==> src/rtl/pc_update_unit.sv <==
// rtl/pc_update_unit.sv - next-PC generator with alignment check and fetch/execute handshakes
module pc_update_unit #(
    parameter int              XLEN      = 64,
    parameter logic [XLEN-1:0] RESET_VEC = XLEN'(64'h8000_0000),
    parameter int              IALIGN    = 4,
    parameter int              CNT_W     = 32
) (
    input  logic             clk,
    input  logic             rst,
    input  logic             upd_valid,
    output logic             upd_ready,
    input  logic [2:0]       upd_mode,
    input  logic             upd_taken,
    input  logic [XLEN-1:0]  upd_imm,
    input  logic [XLEN-1:0]  upd_rs1,
    input  logic [XLEN-1:0]  trap_vec,
    input  logic             redirect_valid,
    input  logic [XLEN-1:0]  redirect_addr,
    output logic [XLEN-1:0]  pc_out,
    output logic             pc_valid,
    output logic [XLEN-1:0]  link_addr,
    output logic             misalign_exc,
    output logic [XLEN-1:0]  misalign_addr,
    output logic [CNT_W-1:0] upd_count
);

    localparam logic [2:0] MODE_SEQ  = 3'd0;
    localparam logic [2:0] MODE_BR   = 3'd1;
    localparam logic [2:0] MODE_JAL  = 3'd2;
    localparam logic [2:0] MODE_JALR = 3'd3;
    localparam logic [2:0] MODE_TRAP = 3'd4;

    // Low address bits that must be zero for a legal instruction address.
    localparam logic [XLEN-1:0] ALIGN_MASK = XLEN'(IALIGN - 1);

    typedef enum logic [1:0] {
        ST_BOOT      = 2'd0,
        ST_RUN       = 2'd1,
        ST_TRAP_WAIT = 2'd2
    } state_t;

    state_t r_state;
    state_t w_next_state;

    logic [XLEN-1:0]  r_pc;
    logic             r_misalign_exc;
    logic [XLEN-1:0]  r_misalign_addr;
    logic [CNT_W-1:0] r_upd_count;

    logic [XLEN-1:0]  w_pc_plus4;
    logic [XLEN-1:0]  w_pc_plus_imm;
    logic [XLEN-1:0]  w_jalr_tgt;
    logic [XLEN-1:0]  w_raw_tgt;
    logic [XLEN-1:0]  w_target;
    logic             w_is_trap;
    logic             w_misalign;
    logic             w_redirect;
    logic             w_upd_ready;
    logic             w_pc_valid;
    logic             w_accept;
    logic [XLEN-1:0]  w_redirect_tgt;

    assign w_pc_plus4     = r_pc + XLEN'(4);
    assign w_pc_plus_imm  = r_pc + upd_imm;
    assign w_jalr_tgt     = (upd_rs1 + upd_imm) & ~XLEN'(1);
    assign w_redirect_tgt = redirect_addr & ~ALIGN_MASK;

    // Redirects are ignored while booting; elsewhere they pre-empt any update.
    assign w_redirect = redirect_valid && (r_state != ST_BOOT);
    assign w_accept   = upd_valid && w_upd_ready;

    // Raw successor PC for the requested control decision; reserved modes fall back to sequential.
    always_comb begin
        w_raw_tgt = w_pc_plus4;
        w_is_trap = 1'b0;
        case (upd_mode)
            MODE_SEQ:  w_raw_tgt = w_pc_plus4;
            MODE_BR:   w_raw_tgt = upd_taken ? w_pc_plus_imm : w_pc_plus4;
            MODE_JAL:  w_raw_tgt = w_pc_plus_imm;
            MODE_JALR: w_raw_tgt = w_jalr_tgt;
            MODE_TRAP: begin
                w_raw_tgt = trap_vec;
                w_is_trap = 1'b1;
            end
            default:   w_raw_tgt = w_pc_plus4;
        endcase
    end

    // Trap vectors are force-aligned; every other target is checked instead.
    assign w_target   = w_is_trap ? (w_raw_tgt & ~ALIGN_MASK) : w_raw_tgt;
    assign w_misalign = !w_is_trap && ((w_raw_tgt & ALIGN_MASK) != '0);

    // State register.
    always_ff @(posedge clk) begin
        if (rst) begin
            r_state <= ST_BOOT;
        end else begin
            r_state <= w_next_state;
        end
    end

    // Next-state and handshake outputs.
    always_comb begin
        w_next_state = r_state;
        w_pc_valid   = 1'b0;
        w_upd_ready  = 1'b0;
        case (r_state)
            ST_BOOT: begin
                w_next_state = ST_RUN;
            end
            ST_RUN: begin
                w_pc_valid  = 1'b1;
                w_upd_ready = !w_redirect;
                if (!w_redirect && upd_valid && w_misalign) begin
                    w_next_state = ST_TRAP_WAIT;
                end
            end
            ST_TRAP_WAIT: begin
                if (w_redirect) begin
                    w_next_state = ST_RUN;
                end
            end
            default: begin
                w_next_state = ST_BOOT;
            end
        endcase
    end

    // PC, exception reporting and accepted-update counter.
    always_ff @(posedge clk) begin
        if (rst) begin
            r_pc            <= RESET_VEC;
            r_misalign_exc  <= 1'b0;
            r_misalign_addr <= '0;
            r_upd_count     <= '0;
        end else begin
            r_misalign_exc <= 1'b0;
            if (w_redirect) begin
                r_pc <= w_redirect_tgt;
            end else if (w_accept) begin
                r_upd_count <= r_upd_count + CNT_W'(1);
                if (w_misalign) begin
                    r_misalign_exc  <= 1'b1;
                    r_misalign_addr <= w_raw_tgt;
                end else begin
                    r_pc <= w_target;
                end
            end
        end
    end

    assign upd_ready     = w_upd_ready;
    assign pc_valid      = w_pc_valid;
    assign pc_out        = r_pc;
    assign link_addr     = w_pc_plus4;
    assign misalign_exc  = r_misalign_exc;
    assign misalign_addr = r_misalign_addr;
    assign upd_count     = r_upd_count;

endmodule

==> config.mk <==
export PLATFORM = sky130hd
export DESIGN_NAME = pc_update_unit
export DESIGN_NICKNAME = d
export VERILOG_FILES = /design/src/rtl/pc_update_unit.sv
export SDC_FILE = /design/constraint.sdc
export NUM_CORES = 1
export LEC_CHECK = 0
export BUFFER_PORTS_ARGS = -buffer_cell sky130_fd_sc_hd__clkbuf_2
export CAP_MARGIN = 20
export CORE_UTILIZATION = 25
export DETAILED_ROUTE_END_ITERATION = 8
export GPL_ROUTABILITY_DRIVEN = 0
export SETUP_SLACK_MARGIN = 0.2
export SYNTH_ARGS = -nofsm -noshare
export SYNTH_HDL_FRONTEND = slang
export SYNTH_SLANG_ARGS = --single-unit
export TNS_END_PERCENT = 50
==> constraint.sdc <==
create_clock -name clk -period 3.9 [get_ports clk]
set_input_delay 0.585 -clock clk [delete_from_list [all_inputs] [get_ports clk]]
set_output_delay 0.585 -clock clk [all_outputs]
set_load 0.02 [all_outputs]
==> results of run 1 <==
-- repair_timing --
item,CTS,global route
pin swaps,1,12
endpoints found under the setup margin,33,74
hold buffers,0,0
gates cloned,0,0
resized for setup,10,49
setup buffers,2,4
-- placed cells by master, fill, tap and decap left out, drive strengths merged, types with 18 or more instances in the layout --
cell | synthesis | layout
or3 | 19 | 19
dfxtp | 163 | 163
nor2 | 243 | 243
xor2 | 83 | 83
nand2 | 214 | 214
o21bai | 26 | 26
nand2b | 18 | 18
a22oi | 53 | 53
a31oi | 23 | 23
o21ai | 130 | 130
nor3 | 44 | 44
and2 | 26 | 26
a21o | 64 | 64
a221oi | 44 | 44
ha | 127 | 127
a21oi | 214 | 214
a211oi | 60 | 60
nand3 | 64 | 64
nand4 | 64 | 64
a222oi | 22 | 22
and3 | 35 | 35
clkbuf | 123 | 501
xnor2 | 103 | 103
inv | 49 | 56
buf | 22 | 335
-- routing by layer --
metal  up-vias  track usage [%]
met3       193             7.09
met4         8             11.1
met1     10100             33.1
li1       9872                -
met5         -                0
met2      1286             45.6
-- state kept, by name, summed over array words and instances, names as in the netlist --
signal         cells
r_state            2
pc_out            64
misalign_exc       1
upd_count         32
misalign_addr     64
-- layout make-up --
class,count,area (µm²)
fill,7151,42700
multi-input combinational,1914,12800
timing repair buffer,818,5030
sequential,163,3270
tap,864,1080
clock buffer,18,439
inverter,49,184
clock inverter,14,141
antenna,5,12.5
-- cells by family (layout without fill, tap and decap cells) --
family,after synthesis,count (layout)
multiplexers,13,13
flip-flops,163,163
other,0,5
AO/OA/AOI/OAI,792,792
buffers and inverters,194,899
AND/OR/NAND/NOR,794,794
XOR/XNOR,186,186
adder cells (fa/ha/maj),129,129
-- worst min path at each step --
| stage | start | to | slack [ns] | depth (start not counted) |
|---|---|---|---|---|
| finish | redirect_addr[31] | pc_out[31]$_SDFFE_PP1P_ | 0.36 | 3 |
| global route | redirect_addr[20] | pc_out[20]$_SDFFE_PP0P_ | 0.35 | 3 |
| CTS | redirect_addr[31] | pc_out[31]$_SDFFE_PP1P_ | 0.33 | 3 |
| detailed placement | misalign_addr[36]$_SDFFE_PP0P_ | misalign_addr[36]$_SDFFE_PP0P_ | 0.45 | 2 |
| global placement | misalign_addr[36]$_SDFFE_PP0P_ | misalign_addr[36]$_SDFFE_PP0P_ | 0.44 | 2 |
| floorplan | r_state[0]$_SDFFE_PP0P_ | r_state[0]$_SDFFE_PP0P_ | 0.46 | 1 |
-- through the flow --
stage	util [%]	setup TNS, ns	cells	hold slack (ns)
after floorplan	-	0	2271	0.465
after global placement	33.7	-7.21	3802	0.443
after detailed placement	33.7	-7.48	3802	0.447
after CTS	34.7	0	3836	0.334
after global routing	35.0	0	3842	0.347
final	35.0	0	3845	0.356
-- critical path, cell delays in order --
cell and delay (ns):
clkbuf_2 0.13, and2_1 0.18, fa_1 0.39, a21o_1 0.24
a311oi_4 0.33, o41ai_4 0.17, o211a_4 0.29, o21ai_4 0.20
a31oi_4 0.15, a221oi_4 0.42, o31ai_4 0.14, mux2_1 0.33
o211a_1 0.25, a211oi_2 0.22
-- where the power goes --
group | switching (mW) | internal (mW) | leakage, nW | total, mW
combinational | 1.82 | 1.21 | 8.87 | 3.03
sequential | 0.0737 | 1.72 | 1.32 | 1.80
clock | 0.885 | 0.866 | 0.284 | 1.75
==> impl_metrics.json, run 1 <==
{
  "outcome": "completed",
  "final_area_um2": 23000,
  "placed_area_um2": 22100,
  "fin_nets": 3356,
  "critPathCapture": "misalign_addr[58]$_SDFFE_PP0P_",
  "yosys.area.top_type": "dfxtp_1",
  "r2r_start": "pc_out[0]$_SDFFE_PP0P_",
  "yosys.cell_count.top_type": "nor2_1",
  "wl_met2_um": 44400,
  "synth_adder_area_share_pct": 9.81,
  "first_pass_iters": 6,
  "grt_pass1_vias": 20100,
  "slew_headroom_pct": 39.6,
  "port_buffers": 487,
  "routed.top_layer": "met5",
  "io_pins": 491,
  "final_hold_viol_count": 0,
  "wl_met3_um": 10500,
  "rsz0062_at_grt": "true",
  "cts_buffers": 17,
  "synth_nets": 2664,
  "netlist_instances": 2271,
  "drtIter0Drc": 2528,
  "drv_slew": 0,
  "grt-ovfl-total": 0,
  "hold_class": "input pin to register",
  "synth_top_area_share_pct": 19.6,
  "ys_ff_latch": 163,
  "finalCriticalPeriod_ns": 3.66,
  "place_ws_ns": -0.409,
  "wl_met1_um": 36400,
  "clk_path_buf_depth": 2,
  "end_kind": "register",
  "power.total_mw": 6.58,
  "grt_max_degree": 148,
  "crit_fanout": 3,
  "insertion_delay_ns": 0.47,
  "finalWorstSetupSlack_ns": 0.241,
  "die_w_um": 260,
  "synth.area.top_cells": "dfxtp_1, ha_1, a21oi_1",
  "cts_tree": "yes",
  "hpwl_um": 79200,
  "fin_worst_skew_ns": 0.0209,
  "syn_area_um2": 16600,
  "max_freq_mhz": 273,
  "start_kind": "input pin",
  "grtUsageTotal_pct": 27.3,
  "async_reset_ff_share_pct": 0,
  "cts_sinks": 163,
  "r2r-end": "pc_out[52]$_SDFFE_PP0P_",
  "core_region_area_um2": 65700,
  "maxCapViolations": 0,
  "path_clk_slew_ns": 0.08,
  "synth.top_cells.by_count": "nor2_1, a21oi_1, nand2_1",
  "muxShareOfSynthArea_pct": 0.814,
  "rows": 94,
  "synthSimpleGateAreaFrac_pct": 22.8,
  "reg2reg_depth": 14,
  "synth_compound_area_share_pct": 32.6,
  "worst_pin_slew_ns": 0.905,
  "die_area_um2": 67500,
  "antenna_found_initial": 8,
  "synth_cell_types": 88,
  "cp-startpoint": "upd_imm[0]",
  "finalSetupViolCount": 0,
  "ys_warn_count": 0,
  "fin_crit_sh_pct": 93.8,
  "htreeDepth": 4,
  "synth_top_family_by_area": "compound AO/OA/AOI/OAI gates",
  "ys_seq_area_share_pct": 19.6,
  "drive_gt1_share_pct": 31.4,
  "syn_to_final_growth_pct": 38.5,
  "vias_per_cell": 5.58,
  "avgRoutedWirePerCell_um": 24.9,
  "ir_drop_v": 0.000243,
  "worstPathArrival_ns": 4.03,
  "grt_pass1_wl_um": 135000,
  "drc": 0,
  "required_ns": 4.27,
  "reg2reg_slack_ns": 0.26,
  "path_class": "input pin to register",
  "drt_wl_total_um": 95700,
  "initial_core_util_pct": 25.3,
  "avgSynthCellArea_um2": 7.31,
  "die_y_um": 260,
  "synth_xor_area_share_pct": 9.81,
  "synth-edff-count": 0,
  "p_leak_nw": 10.5,
  "ant_nets": 0,
  "power_density_nw_per_um2": 286,
  "yosys_most_used_dff": "dfxtp_1",
  "ctsRootBufferMaster": "clkbuf_16",
  "num_vias": 21500
}
Power figures use the tool's default switching activity.
==> run 2: changes to the inputs <==
ABC_AREA = 1   (was default)
==> run 2 against run 1 <==
Clock-buffer cell count stayed put; global-route usage is 0.31 points higher; register-to-register slack better by 0.32 ns; synthesized cell count is 81% higher; hold slack better by 0.026 ns; via count is 31% higher; die area is 29% higher; clock skew is 0.010 ns higher; sequential power is 6% higher; setup slack worse by 0.067 ns; largest power group unchanged; highest routed layer unchanged.
==> impl_metrics.json, run 2 <==
{
  "cts_buffers": 17,
  "grt-ovfl-total": 0,
  "ant_nets": 0,
  "avgRoutedWirePerCell_um": 21.5,
  "path_class": "register to output pin",
  "first_pass_iters": 8,
  "grt_pass1_wl_um": 172000,
  "p_leak_nw": 14.4,
  "postCtsSetupRepairBufs": 0,
  "synth.top_cells.by_count": "nand2_1, inv_1, nor2_1",
  "multi_input_comb_area_um2": 15000,
  "seqCellArea_um2": 3260,
  "slew_headroom_pct": 32.9,
  "fin_worst_skew_ns": 0.0309,
  "rows": 106,
  "die_y_um": 295,
  "final_common_cell": "nand2_1",
  "synth_nets": 4500,
  "path_clk_slew_ns": 0.08,
  "fin_crit_sh_pct": 95.5,
  "min-delay-start": "redirect_addr[14]",
  "power.total_mw": 6.55,
  "grt_use_met3_pct": 7.39,
  "synth_top_area_share_pct": 27.3,
  "grt_use_met1_pct": 33.2,
  "ys_warn_count": 0,
  "htreeDepth": 4,
  "drc": 0,
  "avgSynthCellArea_um2": 5.22,
  "synth_cell_types": 49,
  "finalWorstSetupSlack_ns": 0.174,
  "initial_core_util_pct": 25.4,
  "fin_nets": 4967,
  "cts_sinks": 163,
  "die_area_um2": 86900,
  "hpwl_um": 106000,
  "antenna_found_initial": 8,
  "ys_ff_latch": 163,
  "required_ns": 3.31,
  "outcome": "completed",
  "io_pins": 491,
  "met2_usage_pct": 42.8,
  "synth-edff-count": 0,
  "finalSetupViolCount": 0,
  "tns_ns": 0,
  "grtUsageTotal_pct": 27.6,
  "cp-startpoint": "pc_out[3]$_SDFFE_PP0P_",
  "grt_pass1_vias": 25800,
  "rsz0062_at_grt": "true",
  "crit_fanout": 6,
  "port_buffers": 488,
  "ir_drop_v": 0.000329,
  "yosys.area.top_type": "nand2_1",
  "worstPathArrival_ns": 3.14,
  "final_hold_viol_count": 0,
  "drive_gt1_share_pct": 13.3,
  "worst_pin_slew_ns": 1.01,
  "placedCellCount": 5689,
  "finalCriticalPeriod_ns": 3.73,
  "async_reset_ff_share_pct": 0,
  "start_kind": "register",
  "stdcell_count": 5721,
  "netlist_instances": 4107,
  "drt_wl_total_um": 123000,
  "grt-busiest-layer": "met2",
  "maxCapViolations": 0,
  "syn_area_um2": 21400,
  "syn_to_final_growth_pct": 20.7,
  "vias_per_cell": 4.92,
  "fillers": 9870,
  "synth.area.top_cells": "nand2_1, dfxtp_1, inv_1",
  "grt_max_degree": 85,
  "core_region_area_um2": 84200,
  "cts_tree": "yes",
  "max_freq_mhz": 268,
  "ctsRootBufferMaster": "clkbuf_16",
  "yosys.cell_count.top_type": "nand2_1",
  "power_density_nw_per_um2": 254,
  "fin_util_pct": 30.7,
  "end_kind": "output pin",
  "hold_class": "input pin to register",
  "clk_path_buf_depth": 2,
  "drv_slew": 0,
  "place_ws_ns": 0.584,
  "ys_seq_area_share_pct": 15.2,
  "yosys_most_used_dff": "dfxtp_1",
  "num_vias": 28200,
  "r2r_start": "pc_out[31]$_SDFFE_PP1P_",
  "insertion_delay_ns": 0.46,
  "drtIter0Drc": 3270,
  "die_w_um": 295,
  "final_cell_mix": "nand2_1, inv_1, clkbuf_2, nor2_1, nand3_1"
}
==> run 2: cell types whose count changed in the layout (fill, tap and decap cells not counted), sizes merged, moves of 34 or more <==
cell    delta
a22oi     -51
a21o      -63
nand3    +205
nor3      +35
a211oi    -59
nor2     +174
and3      -34
xor2      -34
xnor2     -91
buf      -300
inv      +693
a221oi    -43
nand2   +1351
==> run 2: report_power, final <==
part / internal [mW] / leakage, nW / switching [mW] / total (mW)
Sequential: 1.73 / 1.32 / 0.166 / 1.90
Clock: 1.02 / 0.290 / 0.775 / 1.79
Combinational: 0.850 / 12.8 / 2.01 / 2.86
==> run 2: cells by family (layout without fill, tap and decap cells) <==
logic type	after synthesis	in the layout	share of synthesized area, %
flip-flops	163	163	15.2
buffers and inverters	819	1298	14.7
AO/OA/AOI/OAI	454	454	11.9
other	0	1	0
AND/OR/NAND/NOR	2481	2481	48.0
XOR/XNOR	61	61	2.49
adder cells (fa/ha/maj)	129	129	7.61
==> run 2: path summary, 6_finish.rpt <==
path	to	slack, ns	cells after the start
setup / recovery	link_addr[54]	0.17	9
hold / removal	pc_out[14]$_SDFFE_PP0P_	0.38	3
setup reg to reg	pc_out[38]$_SDFFE_PP0P_	0.58	13
hold reg to reg	upd_count[4]$_SDFFE_PP0P_	0.49	2
==> run 2: timing repair <==
item / 4_1_cts / 5_1_grt
setup endpoints to repair: 0 / 5
gates resized for setup: 0 / 1
hold buffers: 0 / 0
endpoints found under the hold margin: 0 / 0
==> run 2: final cells by class <==
class / count / area share (%)
flip-flops and latches: 163 / 12.6
inverters: 744 / 10.8
well taps: 1134 / 5.49
clock inverters: 13 / 0.673
clock buffers: 18 / 1.66
diodes: 1 / 0.00968
multi-input cells: 3125 / 58.1
repair buffers: 523 / 10.6
==> run 2: metal layers <==
layer  vias to the layer above  share of wire, %  wire length [µm]
met5                         -             0.058                71
met4                        12               7.8              9590
met3                       318                11             13100
met2                      1511                43             52700
met1                     12500                39             47700
li1                      13800                 -                 -
==> run 2: metrics by stage <==
stage / cell area [µm²] / hold slack (ns)
finish: 25800 / 0.383
detailed placement: 25200 / 0.475
global placement: 25200 / 0.473
CTS: 25800 / 0.368
floorplan: 21400 / 0.536
global route: 25800 / 0.388
==> run 2: worst max-delay path: stages, from the launching register on <==
cell      delay [ns]
dfxtp_1         0.35
ha_1            0.40
nand2_1         0.12
nor2_1          0.31
inv_1           0.10
nor3_1          0.71
nand4_1         0.22
nand2_1         0.25
inv_1           0.06
clkbuf_2        0.15
